==> src/rtl/btn_pkg.sv <==
// Shared types and constants for the push-button conditioner.
package btn_pkg;

    localparam int unsigned DEBOUNCE_DEFAULT = 500000;

    typedef enum logic [1:0] {
        StIdle      = 2'd0,
        StArming    = 2'd1,
        StHeld      = 2'd2,
        StReleasing = 2'd3
    } btn_state_e;

    // Width able to hold 0..cycles.
    function automatic int unsigned cnt_width(input int unsigned cycles);
        return $clog2(cycles + 1);
    endfunction

endpackage

==> src/rtl/button_conditioner_if.sv <==
// Button bank bundle: raw levels in, conditioned pulses and levels out.
interface button_conditioner_if #(
    parameter int unsigned N_BTN = 3
);
    logic [N_BTN-1:0] btn_raw;
    logic [N_BTN-1:0] btn_pulse;
    logic [N_BTN-1:0] btn_level;

    modport master (
        output btn_raw,
        input  btn_pulse,
        input  btn_level
    );

    modport slave (
        input  btn_raw,
        output btn_pulse,
        output btn_level
    );
endinterface

==> src/rtl/debounce_channel.sv <==
// One button: two-flop synchronizer, stability counter, FSM, registered pulse and level.
module debounce_channel
    import btn_pkg::*;
#(
    parameter int unsigned DEBOUNCE_CYCLES = DEBOUNCE_DEFAULT,
    parameter int unsigned CNT_W           = cnt_width(DEBOUNCE_DEFAULT)
) (
    input  logic clk,
    input  logic reset,
    input  logic raw,
    output logic pulse,
    output logic level
);

    localparam logic [CNT_W-1:0] CntMax = CNT_W'(DEBOUNCE_CYCLES - 1);
    localparam logic [CNT_W-1:0] CntOne = CNT_W'(1);

    logic [1:0]       sync_q;
    logic             sync;
    btn_state_e       state_q, state_d;
    logic [CNT_W-1:0] cnt_q, cnt_d;
    logic             pulse_q;
    logic             level_q, level_d;
    logic             press_accept;
    logic             release_accept;

    assign sync = sync_q[1];

    // Reset lands in StReleasing so a button held through reset must be
    // seen released before a press can be accepted.
    always_ff @(posedge clk or posedge reset) begin
        if (reset) begin
            sync_q  <= 2'b00;
            state_q <= StReleasing;
            cnt_q   <= '0;
            pulse_q <= 1'b0;
            level_q <= 1'b0;
        end else begin
            sync_q  <= {sync_q[0], raw};
            state_q <= state_d;
            cnt_q   <= cnt_d;
            pulse_q <= press_accept;
            level_q <= level_d;
        end
    end

    always_comb begin
        state_d        = state_q;
        cnt_d          = cnt_q;
        press_accept   = 1'b0;
        release_accept = 1'b0;
        unique case (state_q)
            StIdle: begin
                if (sync) begin
                    state_d = StArming;
                    cnt_d   = CntOne;
                end
            end
            StArming: begin
                if (!sync) begin
                    state_d = StIdle;
                    cnt_d   = '0;
                end else if (cnt_q == CntMax) begin
                    state_d      = StHeld;
                    cnt_d        = '0;
                    press_accept = 1'b1;
                end else begin
                    cnt_d = cnt_q + 1'b1;
                end
            end
            StHeld: begin
                if (!sync) begin
                    state_d = StReleasing;
                    cnt_d   = CntOne;
                end
            end
            StReleasing: begin
                if (sync) begin
                    state_d = StHeld;
                    cnt_d   = '0;
                end else if (cnt_q == CntMax) begin
                    state_d        = StIdle;
                    cnt_d          = '0;
                    release_accept = 1'b1;
                end else begin
                    cnt_d = cnt_q + 1'b1;
                end
            end
        endcase
    end

    always_comb begin
        level_d = level_q;
        if (press_accept) begin
            level_d = 1'b1;
        end else if (release_accept) begin
            level_d = 1'b0;
        end
    end

    assign pulse = pulse_q;
    assign level = level_q;

endmodule

==> src/rtl/button_conditioner.sv <==
// Conditions N_BTN raw push-buttons into single-cycle load pulses and clean levels.
module button_conditioner
    import btn_pkg::*;
#(
    parameter int unsigned N_BTN           = 3,
    parameter int unsigned DEBOUNCE_CYCLES = DEBOUNCE_DEFAULT
) (
    input  logic                 clk,
    input  logic                 reset,
    button_conditioner_if.slave  btn
);

    localparam int unsigned CNT_W = cnt_width(DEBOUNCE_CYCLES);

    logic [N_BTN-1:0] pulse_w;
    logic [N_BTN-1:0] level_w;

    for (genvar i = 0; i < N_BTN; i++) begin : g_ch
        debounce_channel #(
            .DEBOUNCE_CYCLES (DEBOUNCE_CYCLES),
            .CNT_W           (CNT_W)
        ) u_ch (
            .clk   (clk),
            .reset (reset),
            .raw   (btn.btn_raw[i]),
            .pulse (pulse_w[i]),
            .level (level_w[i])
        );
    end

    assign btn.btn_pulse = pulse_w;
    assign btn.btn_level = level_w;

endmodule

==> src/flat_wrapper.sv <==
// flat-port wrapper written by rule: the top's interface ports become plain ports
module button_conditioner_flat import btn_pkg::*;
#(
    parameter int unsigned N_BTN           = 3,
    parameter int unsigned DEBOUNCE_CYCLES = DEBOUNCE_DEFAULT
)
  (clk, reset, btn_btn_raw, btn_btn_pulse, btn_btn_level);
  button_conditioner_if #(.N_BTN(N_BTN)) btn_i ();
  input  logic clk;
  input  logic reset;
  input wire logic [$bits(btn_i.btn_raw)-1:0] btn_btn_raw;
  output wire logic [$bits(btn_i.btn_pulse)-1:0] btn_btn_pulse;
  output wire logic [$bits(btn_i.btn_level)-1:0] btn_btn_level;
  assign btn_i.btn_raw = btn_btn_raw;
  assign btn_btn_pulse = btn_i.btn_pulse;
  assign btn_btn_level = btn_i.btn_level;
  button_conditioner #(.N_BTN(N_BTN), .DEBOUNCE_CYCLES(DEBOUNCE_CYCLES)) u_core (.clk(clk), .reset(reset), .btn(btn_i));
endmodule
==> config.mk <==
export PLATFORM = sky130hd
export DESIGN_NAME = button_conditioner_flat
export DESIGN_NICKNAME = d
export VERILOG_FILES = /design/src/rtl/btn_pkg.sv /design/src/rtl/button_conditioner_if.sv /design/src/rtl/debounce_channel.sv /design/src/rtl/button_conditioner.sv /design/src/flat_wrapper.sv
export SDC_FILE = /design/constraint.sdc
export NUM_CORES = 1
export LEC_CHECK = 0
export BUFFER_PORTS_ARGS = -buffer_cell sky130_fd_sc_hd__buf_4
export CAP_MARGIN = 10
export CORE_ASPECT_RATIO = 0.8
export CORE_MARGIN = 2
export CORE_UTILIZATION = 45
export CTS_BUF_LIST = sky130_fd_sc_hd__clkbuf_2 sky130_fd_sc_hd__clkbuf_4 sky130_fd_sc_hd__clkbuf_8
export DETAILED_ROUTE_END_ITERATION = 8
export GPL_ROUTABILITY_DRIVEN = 0
export PLACE_DENSITY = 0.69
export SLEW_MARGIN = 20
export SYNTH_ARGS = -nofsm -noshare
export SYNTH_HDL_FRONTEND = slang
export SYNTH_SLANG_ARGS = --single-unit
==> constraint.sdc <==
create_clock -name clk -period 7.24 [get_ports clk]
set_input_delay 2.172 -clock clk [delete_from_list [all_inputs] [get_ports clk]]
set_output_delay 2.172 -clock clk [all_outputs]
set_load 0.01 [all_outputs]
* Yosys cells after proc, flatten, opt, wreduce, memory -nomap -nowiden
Index checks and enable logic that the tools add are counted.
** Storage, ports and cells
- Input bits :: 5
- Flip-flop bits (word level) :: 75
** Operators by class
- Add/subtract/negate cells :: 3
- Equal/unequal tests :: 24
- Reductions and logical operators :: 12
- Muxes and demuxes :: 60
** Operators by type and width (number)
- 2-to-1 mux 19 bit :: 15
- one-hot mux 19 bit (4 select lines) :: 3
- adder 19 x 1 -> 19 bit, second input constant :: 3
- equality test 19 bit, second input constant :: 3
- 2-to-1 mux 2 bit :: 18
- one-hot mux 2 bit (4 select lines) :: 3
- 2-to-1 mux 1 bit :: 21
- != test 3 bit, second input constant :: 6
- equality test 2 bit, second input constant :: 6
- != test 2 bit, second input constant :: 6
- AND reduction 4 bit :: 3
- equality test 2 x 1 -> 1 bit, second input constant :: 3
- logical NOT 2 bit :: 3
- AND reduction 2 bit :: 3
- nonzero test 2 bit :: 3

* Longest topological paths before layout
Gate-level depths: netlist (run 1).
- Depth after elaboration :: 6
- Depth in mapped cells :: 7
- Mapped depth without buffers :: 6

* By module
Synthesis (run 1) repeated with hierarchy kept, for this count alone.
** Second synthesis, totals
- Cell total of the unflattened synthesis :: 431
- Area total of the unflattened synthesis :: 3940.0 um^2
** Modules (own cells, without submodules)
- debounce_channel at u_core.g_ch[0].u_ch ... :: times used 2, area an instance 1298.7 um^2, cells an instance 141, seq. area each 628.1 um^2
- debounce_channel at u_core.g_ch[2].u_ch :: times used 1, area an instance 1342.5 um^2, cells an instance 149, seq. area each 628.1 um^2

* Worst setup path before layout (run 1)
OpenSTA, ideal clock, no wires.
- Path kind :: reg2out
- Start :: register u_core.g_ch[1].u_ch.level_q
- End :: output btn_btn_level[1]
- Data required time :: 5.068 ns
- Buffers on the path :: 1
- Setup slack :: 4.565 ns
- Arrival time :: 0.503 ns
- Stages on the path, launching flop included :: 2
- Cells stage by stage :: dfrtp_1 -> buf_4
** RTL lines
- start: declaration :: RTL line debounce_channel.sv:23 : logic level_q, level_d;
- start signal: assignment :: RTL line debounce_channel.sv:43 : level_q <= level_d;
- end: declaration :: RTL line flat_wrapper.sv:13 : output wire logic [$bits(btn_i.btn_level)-1:0] btn_btn_level;
No word-level cell between the ends.

* Worst setup path in the final report (run 1)
- Start :: register u_core.g_ch[2].u_ch.level_q
- End :: output btn_btn_level[2]
** RTL lines (RTL line)
- start: declaration :: debounce_channel.sv:23
- start signal: assignment :: debounce_channel.sv:43
No word-level cell between the ends.

==> flow_summary.ini, run 1 <==
[placement]
portBuffers = 10
placed_area_sq_mm = 0.00403
pre_cts_slack_ps = 4080
dpl.hpwl_um = 5200

[floorplan]
initial_core_util_pct = 46.3
die_area_sq_mm = 0.00954
die_w_um = 109
fp.dieH_um = 87.8
coreArea_sq_mm = 0.00852
top_level_ports = 11
rows = 30

[synthesis]
syn_nets = 422
yosys_warnings = 0
synth_cells = 414
syn-cell-area_sq_mm = 0.00395
synth_edf_count = 0
yosysTopAreaCell = dfrtp_1
yosys-top-cells-area = dfrtp_1 (44%), a31oi_1 (4.9%), nand2_1 (4.5%)
async_flop_share_pct = 100
ys.flop_type = dfrtp_1
synth_top_area_share_pct = 43.7
ys_ff_latch = 75
yosysSeqAreaShare_pct = 47.7
syn_area_per_cell_sq_um = 9.54
yosysUniqueCellTypes = 60

[cts]
cts_sinks = 75
path_clk_slew_ps = 80
cts_resized = 0
cts-htree-levels = 3
clock_tree.root_cell = clkbuf_8
cts_tree = yes
cts-hold-fix-buffers = 0
postCtsSetupBuffers = 0
cts_max_path_buffers = 2
clk_latency_ps = 360
cts_buffers = 9

[timing]
rsz0062_at_grt = false
fmax_mhz = 325
relSlewSlack_pct = 29.5
finalHoldViolations = 0
fin_crit_ps = 3080
tightest_slew_ps = 1050
finalSetupViolations = 0
finalCritPeriodShare_pct = 42.5
tns_ps = 0
clock_skew_ps = 9.75
timing.hold.ws_ps = 349
slew_violations = 0
timing.final.ws_setup_ps = 4160

[min_path]
hp-start = u_core.g_ch[0].u_ch.sync_q[0]
min_to = u_core.g_ch[0].u_ch.sync_q[1]
worstHoldPathType = flip-flop to flip-flop
min_path_cells = 0

[worst_setup_path]
endpoint_kind = output port
start_kind = flip-flop
worst-path-max-fanout = 3
worstPathArrival_ps = 900
worst_path_max_delay_cell = dfrtp_1
critPathKind = flip-flop to output port
reg2regPathDepth = 6
crit_buf_inv = 1
worstPathCellList = buf_4
cpLargestDelayFamily = flip-flops
crit-reg2reg-launch = u_core.g_ch[2].u_ch.cnt_q[0]
cp_slowest_stage_delay_ps = 400
r2r_slack_ps = 4930
required_ps = 5070

[cells_and_area]
drive_gt1_share_pct = 12.5
syn_to_final_growth_pct = 9.44
fin_util_pct = 50.7
layout.nets = 420
final_cell_area_sq_mm = 0.00432
nFillCells = 759
antennaDiodeCount = 0

[run]
maxCapViolCount = 0

[grt]
grt_max_degree = 76
grt_pass1_vias = 2965
grt_pass1_wl_um = 14100
grt.total_usage_pct = 19.0
antenna_found_initial = 0
grt_overflow_total = 0

[routing]
vias = 3140
drt-vias-per-instance = 5.94
drc = 0
routedWlPerCell_um = 15.0
routed_wirelength_um = 7930
firstDrtPassIters = 5
postRouteAntennaNets = 0
drt_iter0_markers = 240

[outcome]
status = finished, final reports clean

[pwr]
p_leak_nw = 1.78
power_density_mw_per_mm2 = 280
peakVddDrop_v = 0.000198
[routing by layer]
metal / part of all wire [%] / routed length [um] / GRT usage, %
met4: 1.5 / 119 / 6.88
met3: 3.5 / 281 / 5.21
met2: 44 / 3500 / 28.6
met1: 51 / 4030 / 26.4
met5: 0 / 0 / 0
[final cells by class]
cell class	instances	area, sq um	area share, %
tap	112	140	3.24
timing repair buffer	11	82.6	1.91
clock inverter	4	120	2.78
sequential	75	1880	43.6
multi-input combinational	305	1900	43.9
clock buffer	12	159	3.68
inverter	10	37.5	0.869
[kinds of logic (layout without fill, tap and decap cells)]
logic type | Yosys count | count (layout) | synth area share, %
AO/OA/AOI/OAI | 106 | 106 | 17.1
XOR/XNOR | 10 | 10 | 2.22
adder cells (fa/ha/maj) | 3 | 3 | 0.951
buffers and inverters | 34 | 37 | 4.82
flip-flops | 75 | 75 | 47.7
multiplexers | 14 | 14 | 3.77
AND/OR/NAND/NOR | 172 | 172 | 23.4
[synthesized netlist by cell type, types with 3 or more instances]
cell type and instances:
buf_6 4, a31oi_1 31, nor3_1 5, a22o_1 8, clkbuf_1 5, nor2_1 28
dfstp_2 6, xnor2_1 4, ha_1 3, a21oi_1 27, nand3_1 30, and2_1 4
nor4_1 3, nand4_1 17, mux2i_1 10, buf_2 8, inv_1 10, and3_1 7
o21ai_1 5, nand2b_1 5, dfrtp_1 69, xor2_1 6, o211ai_1 4, nand2_1 47
o21ai_0 12, a41oi_1 4, and4_1 4, buf_4 6
[registers in the layout (all words and copies together), names as in the netlist, named ones only]
register                  count
u_core.g_ch.u_ch.sync_q       6
u_core.g_ch.u_ch.state_q      3
u_core.g_ch.u_ch.level        3
u_core.g_ch.u_ch.pulse        3
u_core.g_ch.u_ch.cnt_q       57
[report_power, final]
| part | switching (mW) | internal [mW] | total, mW |
|---|---|---|---|
| clock | 0.158 | 0.287 | 0.444 |
| combinational | 0.175 | 0.0875 | 0.262 |
| sequential | 0.0438 | 0.459 | 0.503 |
| total | 0.376 | 0.833 | 1.21 |
[stage by stage]
step / std cells / total power [mW]
after detailed placement: 513 / 0.771
after floorplan: 414 / 0.727
after CTS: 529 / 1.22
after global routing: 529 / 1.28
final: 529 / 1.21
after global placement: 513 / 0.757
[how the worst max path moves through the flow]
stage,depth (start not counted),slack [ps],from,end
4_1_cts,1,4140,u_core.g_ch[0].u_ch.level,btn_btn_level[0]
2_1_floorplan,1,3170,reset,u_core.g_ch[0].u_ch.cnt_q[0]
3_5_place_dp,3,4080,reset,u_core.g_ch[0].u_ch.pulse
6_report,1,4160,u_core.g_ch[2].u_ch.level,btn_btn_level[2]
3_3_place_gp,3,4090,reset,u_core.g_ch[0].u_ch.level
5_1_grt,1,4120,u_core.g_ch[2].u_ch.level,btn_btn_level[2]
[cells in the final DEF, fill, tap and decap left out, types with 5 or more instances in the layout]
master	count
nor2_1	28
mux2i_1	10
xor2_1	6
buf_4	11
dfstp_2	6
nand2b_1	5
nor3_1	5
nand4_1	17
inv_1	9
a21oi_1	27
clkbuf_8	11
and3_1	7
a31oi_1	31
o21ai_1	5
o21ai_0	12
nand2_1	47
dfrtp_1	69
a22o_1	8
nand3_1	30
No activity file was read; power rests on OpenSTA's default activity.
==> run 2: changes to the inputs <==
- ABC_AREA: default -> 1
- PLACE_DENSITY: 0.69 -> 0.71
- clock period: 7.24 -> 2.5 ns (I/O delays scaled with it)
==> run 2 against run 1 <==
Net effect: power increased by 150%; count of clock-buffer cells in the layout decreased by 1; clock power increased by 120%; non-clock buffer count increased by 1; combinational power increased by 120%; first-iteration DRC count increased by 15%; wire length increased by 17%; clock skew increased by 4.0 ps; register-to-register slack got worse by 4200 ps; final area increased by 13%; die area increased by 14%; critical path type is now flip-flop to flip-flop.
==> flow_summary.ini, run 2 <==
[placement]
dpl.hpwl_um = 6720
portBuffers = 10
placed_cells = 741

[worst_setup_path]
critPathKind = flip-flop to flip-flop
start_kind = flip-flop
r2r_end = u_core.g_ch[2].u_ch.cnt_q[14]
r2r_slack_ps = 740
endpoint_kind = flip-flop
required_ps = 2750
reg2regPathDepth = 9
worstPathArrival_ps = 2010
worst-path-max-fanout = 12

[routing]
postRouteAntennaNets = 0
drt-vias-per-instance = 5.03
routed_wirelength_um = 9260
drc = 0
vias = 3804
firstDrtPassIters = 5
drt_iter0_markers = 275
routedWlPerCell_um = 12.2

[cells_and_area]
syn_to_final_growth_pct = 8.72
fin_util_pct = 50.6
stdcell_count = 757
final_common_cell = nand2_1
largestRegisters = u_core.g_ch.u_ch.cnt_q: 57 flops, u_core.g_ch.u_ch.sync_q: 6 flops
largest_reg_flops = 57
layout_common_cells = nand2_1 (172), dfrtp_1 (69), inv_1 (68)
antennaDiodeCount = 0
layout.nets = 624
regMostFlops = u_core.g_ch.u_ch.cnt_q
drive_gt1_share_pct = 13.7

[run]
maxCapViolCount = 0

[timing]
finalSetupViolations = 0
fmax_mhz = 568
relSlewSlack_pct = 66.3
finalHoldViolations = 0
finalCritPeriodShare_pct = 70.4
tns_ps = 0
clock_skew_ps = 13.7
fin_crit_ps = 1760
slew_violations = 0
tightest_slew_ps = 505
rsz0062_at_grt = false

[grt]
grt_pass1_wl_um = 16400
grt_overflow_total = 0
grt.total_usage_pct = 18.9
grt_pass1_vias = 3629
antenna_found_initial = 0
grt_max_degree = 76

[floorplan]
initial_core_util_pct = 46.5
rows = 32
die_w_um = 116
coreArea_sq_mm = 0.00969
die_area_sq_mm = 0.0108
fp.dieH_um = 93.5
top_level_ports = 11

[cts]
cts_tree = yes
cts_buffers = 9
postCtsSetupBuffers = 0
cts-hold-fix-buffers = 0
cts_sinks = 75
cts-htree-levels = 3
path_clk_slew_ps = 80
clk_latency_ps = 360
cts_resized = 0
clock_tree.root_cell = clkbuf_8
cts_max_path_buffers = 2

[synthesis]
yosys-top-cells-area = dfrtp_1 (38%), nand2_1 (14%), nand3_1 (6.6%)
syn-cell-area_sq_mm = 0.00451
yosysSeqAreaShare_pct = 41.8
async_flop_share_pct = 100
syn_nets = 613
ys.flop_type = dfrtp_1
synth_cells = 605
yosysUniqueCellTypes = 39
syn_area_per_cell_sq_um = 7.45
synthMostInstantiatedCell = nand2_1
yosys_warnings = 0
ys_ff_latch = 75
synth_common_cells = nand2_1 (172), dfrtp_1 (69), inv_1 (69)
synth_edf_count = 0
synth_top_area_share_pct = 38.3
yosysTopAreaCell = dfrtp_1

[min_path]
worstHoldPathType = flip-flop to flip-flop
min_to = u_core.g_ch[2].u_ch.sync_q[1]
min_path_cells = 0
hp-start = u_core.g_ch[2].u_ch.sync_q[0]

[pwr]
power_density_mw_per_mm2 = 606
fin_total_pwr_mw = 2.97
peakVddDrop_v = 0.000232
p_leak_nw = 2.25

[outcome]
status = finished, final reports clean
[run 2: cell count changes after synthesis, sizes merged, moves of 6 or more]
| cell | change |
|---|---|
| nand3 | +30 |
| buf | -8 |
| nor2 | +60 |
| and3 | -6 |
| o21ai | +10 |
| a22o | -8 |
| a21oi | -19 |
| mux2i | -10 |
| nand2 | +129 |
| xor2 | +13 |
| inv | +69 |
| a31oi | -31 |
| o22ai | +6 |
[run 2: critical path, stage by stage, from the launching register on]
cell and delay [ps]:
dfstp_2 580, inv_1 50, nand2_1 50, nand2_1 80
nand2_1 330, inv_1 250, nor2_2 160, nand2_1 60
nand2_1 70, nor2_1 40
[run 2: layout make-up]
cell class / instances / area, sq um
fill: 937 / 4790
clock inverter: 5 / 62.6
clock buffer: 11 / 145
timing repair buffer: 12 / 103
inverter: 81 / 308
tap: 136 / 170
sequential: 75 / 1880
multi-input combinational: 437 / 2230
[run 2: cell families after synthesis]
group,Yosys count,share of synthesized area (%)
flops,75,41.8
fa+ha+maj,3,0.833
simple gates,363,38.0
compound gates,51,6.75
xor+xnor,20,3.89
buf+inv,93,8.77
[run 2: where the power goes]
group	internal (mW)	total, mW	switching [mW]
combinational	0.160	0.589	0.428
clock	0.503	0.975	0.472
sequential	1.32	1.41	0.0890
total	1.98	2.97	0.989
[run 2: stage by stage]
stage | setup slack [ps] | hold slack, ps | area [sq um]
floorplan | 915 | 331 | 4510
global placement | 832 | 333 | 4690
detailed placement | 756 | 337 | 4690
CTS | 750 | 356 | 4900
global route | 612 | 364 | 4900
finish | 740 | 352 | 4900
[run 2: metal layers]
layer  up-vias  share of wire, %  GRT usage, %  routed length, um
met5         -                 0             0                  0
met4         0              0.47          5.65                 44
met3         2               4.1          4.80                379
met2        77                47          30.1               4310
met1      1767                49          25.6               4530
li1       1958                 -             -                  -
[run 2: worst max path at each step]
stage / startpoint / endpoint
5_1_grt: u_core.g_ch[1].u_ch.cnt_q[1] / u_core.g_ch[1].u_ch.state_q[0]
3_3_place_gp: flip-flop / u_core.g_ch[2].u_ch.cnt_q[14]
3_5_place_dp: flip-flop / u_core.g_ch[2].u_ch.cnt_q[14]
6_report: flip-flop / u_core.g_ch[2].u_ch.cnt_q[14]
4_1_cts: flip-flop / u_core.g_ch[2].u_ch.cnt_q[14]
2_1_floorplan: reset / u_core.g_ch[0].u_ch.cnt_q[0]
==> run 3: changes to the inputs <==
- clock period: 2.5 -> 1.5 ns (I/O delays scaled with it)
==> run 3 against run 2 <==
Net effect: the flow now finishes with violations (negative setup slack); die area unchanged; clock power increased by 44%; via count increased by 12%; utilization increased by 7.2 points; register-to-register slack got worse by 840 ps; non-clock buffer count increased by 59; first-iteration DRC count increased by 83%; power increased by 78%; count of clock-buffer cells in the layout decreased by 1.
==> flow_summary.ini, run 3 (synthesized netlist as in run 2, its figures left out) <==
[outcome]
status = complete, but fails checks
violations = negative setup slack

[grt]
grt_pass1_wl_um = 17500
grt.busiest_layer = met2
grt_pass1_vias = 3859
grt.total_usage_pct = 20.2
grt_max_degree = 76
use_met1_pct = 27.9
grt_overflow_total = 0
antenna_found_initial = 0
grt_util_met3_pct = 4.80
grtUsageMet2_pct = 31.0

[cells_and_area]
largest_reg_flops = 57
antennaDiodeCount = 0
syn_to_final_growth_pct = 24.1
largestRegisters = u_core.g_ch.u_ch.cnt_q: 57 flops, u_core.g_ch.u_ch.sync_q: 6 flops
final_common_cell = nand2_1
regMostFlops = u_core.g_ch.u_ch.cnt_q
nFillCells = 862
final_cell_area_sq_mm = 0.00559
seqCellArea_sq_mm = 0.00189
layout_common_cells = nand2_1 (156), inv_1 (65), buf_4 (65)
layout.nets = 683
multiInputGateArea_sq_mm = 0.00247
drive_gt1_share_pct = 29.7
fin_util_pct = 57.7

[cts]
cts_sinks = 75
path_clk_slew_ps = 80
cts_tree = yes
cts-hold-fix-buffers = 0
clock_tree.root_cell = clkbuf_8
cts-htree-levels = 3
cts_buffers = 9
clk_latency_ps = 360
cts_max_path_buffers = 2

[pwr]
power_density_mw_per_mm2 = 944
switching_share_pct = 35.2
p_sw_mw = 1.86
peakVddDrop_v = 0.000617
fin_total_pwr_mw = 5.28
comb_power_share_pct = 29.2
intPower_mw = 3.42
pwr-share-seq_pct = 44.2
p_leak_nw = 2.58
power_frac_clock_pct = 26.6

[floorplan]
fp.dieH_um = 93.5
coreArea_sq_mm = 0.00969
die_area_sq_mm = 0.0108
die_w_um = 116
initial_core_util_pct = 46.5
rows = 32
top_level_ports = 11

[timing]
timing.final.ws_setup_ps = -99.2
finalSetupViolations = 6
clock_skew_ps = 14.7
tightest_slew_ps = 460
finalHoldViolations = 0
fin_crit_ps = 1600
finalCritPeriodShare_pct = 107
relSlewSlack_pct = 69.1
slew_violations = 0
rsz0062_at_grt = true
fmax_mhz = 625

[worst_setup_path]
worst_path_max_delay_cell = dfrtp_1
crit_buf_inv = 1
worstPathCellList = buf_4, nor2_1, nand2_1, nor2_1, nand3_1, o21ai_0, o21ai_0
worstPathArrival_ps = 1830
required_ps = 1730
cp_num_cells = 7
worst-path-max-fanout = 3
critPathKind = flip-flop to flip-flop
reg2regPathDepth = 7
cpLargestDelayFamily = simple AND/OR/NAND/NOR gates
endpoint_kind = flip-flop
cp_slowest_stage_delay_ps = 430
start_kind = flip-flop
r2r_slack_ps = -100

[placement]
dpl.hpwl_um = 7220
placed_area_sq_mm = 0.00501
portBuffers = 10

[run]
maxCapViolCount = 0

[routing]
vias = 4252
routed_wirelength_um = 10600
firstDrtPassIters = 5
drt-vias-per-instance = 5.21
postRouteAntennaNets = 0
routedWlPerCell_um = 13.0
drc = 0
drt_iter0_markers = 502

[min_path]
worstHoldPathType = input port to asynchronous set/reset pin
==> run 3: cell types whose count changed in the layout (fill, tap and decap cells not counted), moves of 7 or more <==
cell | before | now
nand3_1 | 59 | 46
buf_4 | 11 | 65
nand2_1 | 172 | 156
nor2_4 | 10 | 18
nand2_2 | 3 | 15
nor2_1 | 62 | 53
dfrtp_2 | 0 | 7
nand3_2 | 1 | 13
dfrtp_1 | 69 | 62
==> run 3: metal layers <==
layer	part of all wire, %	vias to the layer above
met5	0	-
met4	2.4	0
met3	4.6	25
met2	47	129
met1	46	2018
li1	-	2080
==> run 3: layout make-up <==
cell class                 count  area share, %
multi-input combinational    437           44.1
sequential                    75           33.8
timing repair buffer          71           10.2
inverter                      81           5.68
tap                          136           3.04
clock buffer                  10           2.35
clock inverter                 6          0.738
==> run 3: tightest hold or removal path: stages <==
cell,delay (ps)
buf_4,120
clkinvlp_4,70
buf_12,300
==> run 3: timing repair <==
action	in CTS	in global routing
pin swaps	7	28
buffers inserted	3	14
resized for setup	9	72
setup endpoints to repair	15	54
==> run 3: power groups by stage <==
stage / Sequential (mW) / Clock (mW) / Combinational [mW]
floorplan: 2.34 / 0 / 0.758
global placement: 2.34 / 0 / 1.20
detailed placement: 2.35 / 0 / 1.22
CTS: 2.31 / 1.46 / 1.25
global route: 2.35 / 1.55 / 1.70
finish: 2.33 / 1.40 / 1.54
==> run 3: worst paths after layout <==
path | end | start
hold reg to reg | u_core.g_ch[0].u_ch.sync_q[1] | u_core.g_ch[0].u_ch.sync_q[0]
setup / recovery | u_core.g_ch[1].u_ch.level | u_core.g_ch[1].u_ch.cnt_q[6]
hold / removal | u_core.g_ch[0].u_ch.cnt_q[0] | reset
min in group clk | u_core.g_ch[2].u_ch.sync_q[0] | btn_btn_raw[2]
setup reg to reg | u_core.g_ch[1].u_ch.level | u_core.g_ch[1].u_ch.cnt_q[6]
max in group asynchronous | asynchronous set/reset pin | reset
==> run 3: stage by stage <==
step,std cells,TNS (ps),setup slack (ps),hold slack (ps)
6_report,816,-196,-99.2,158
5_1_grt,816,-3230,-250,170
4_1_cts,802,0,0.711,176
3_5_place_dp,783,-236,-37.8,335
3_3_place_gp,783,0,21.4,334
2_1_floorplan,605,0,50.6,331
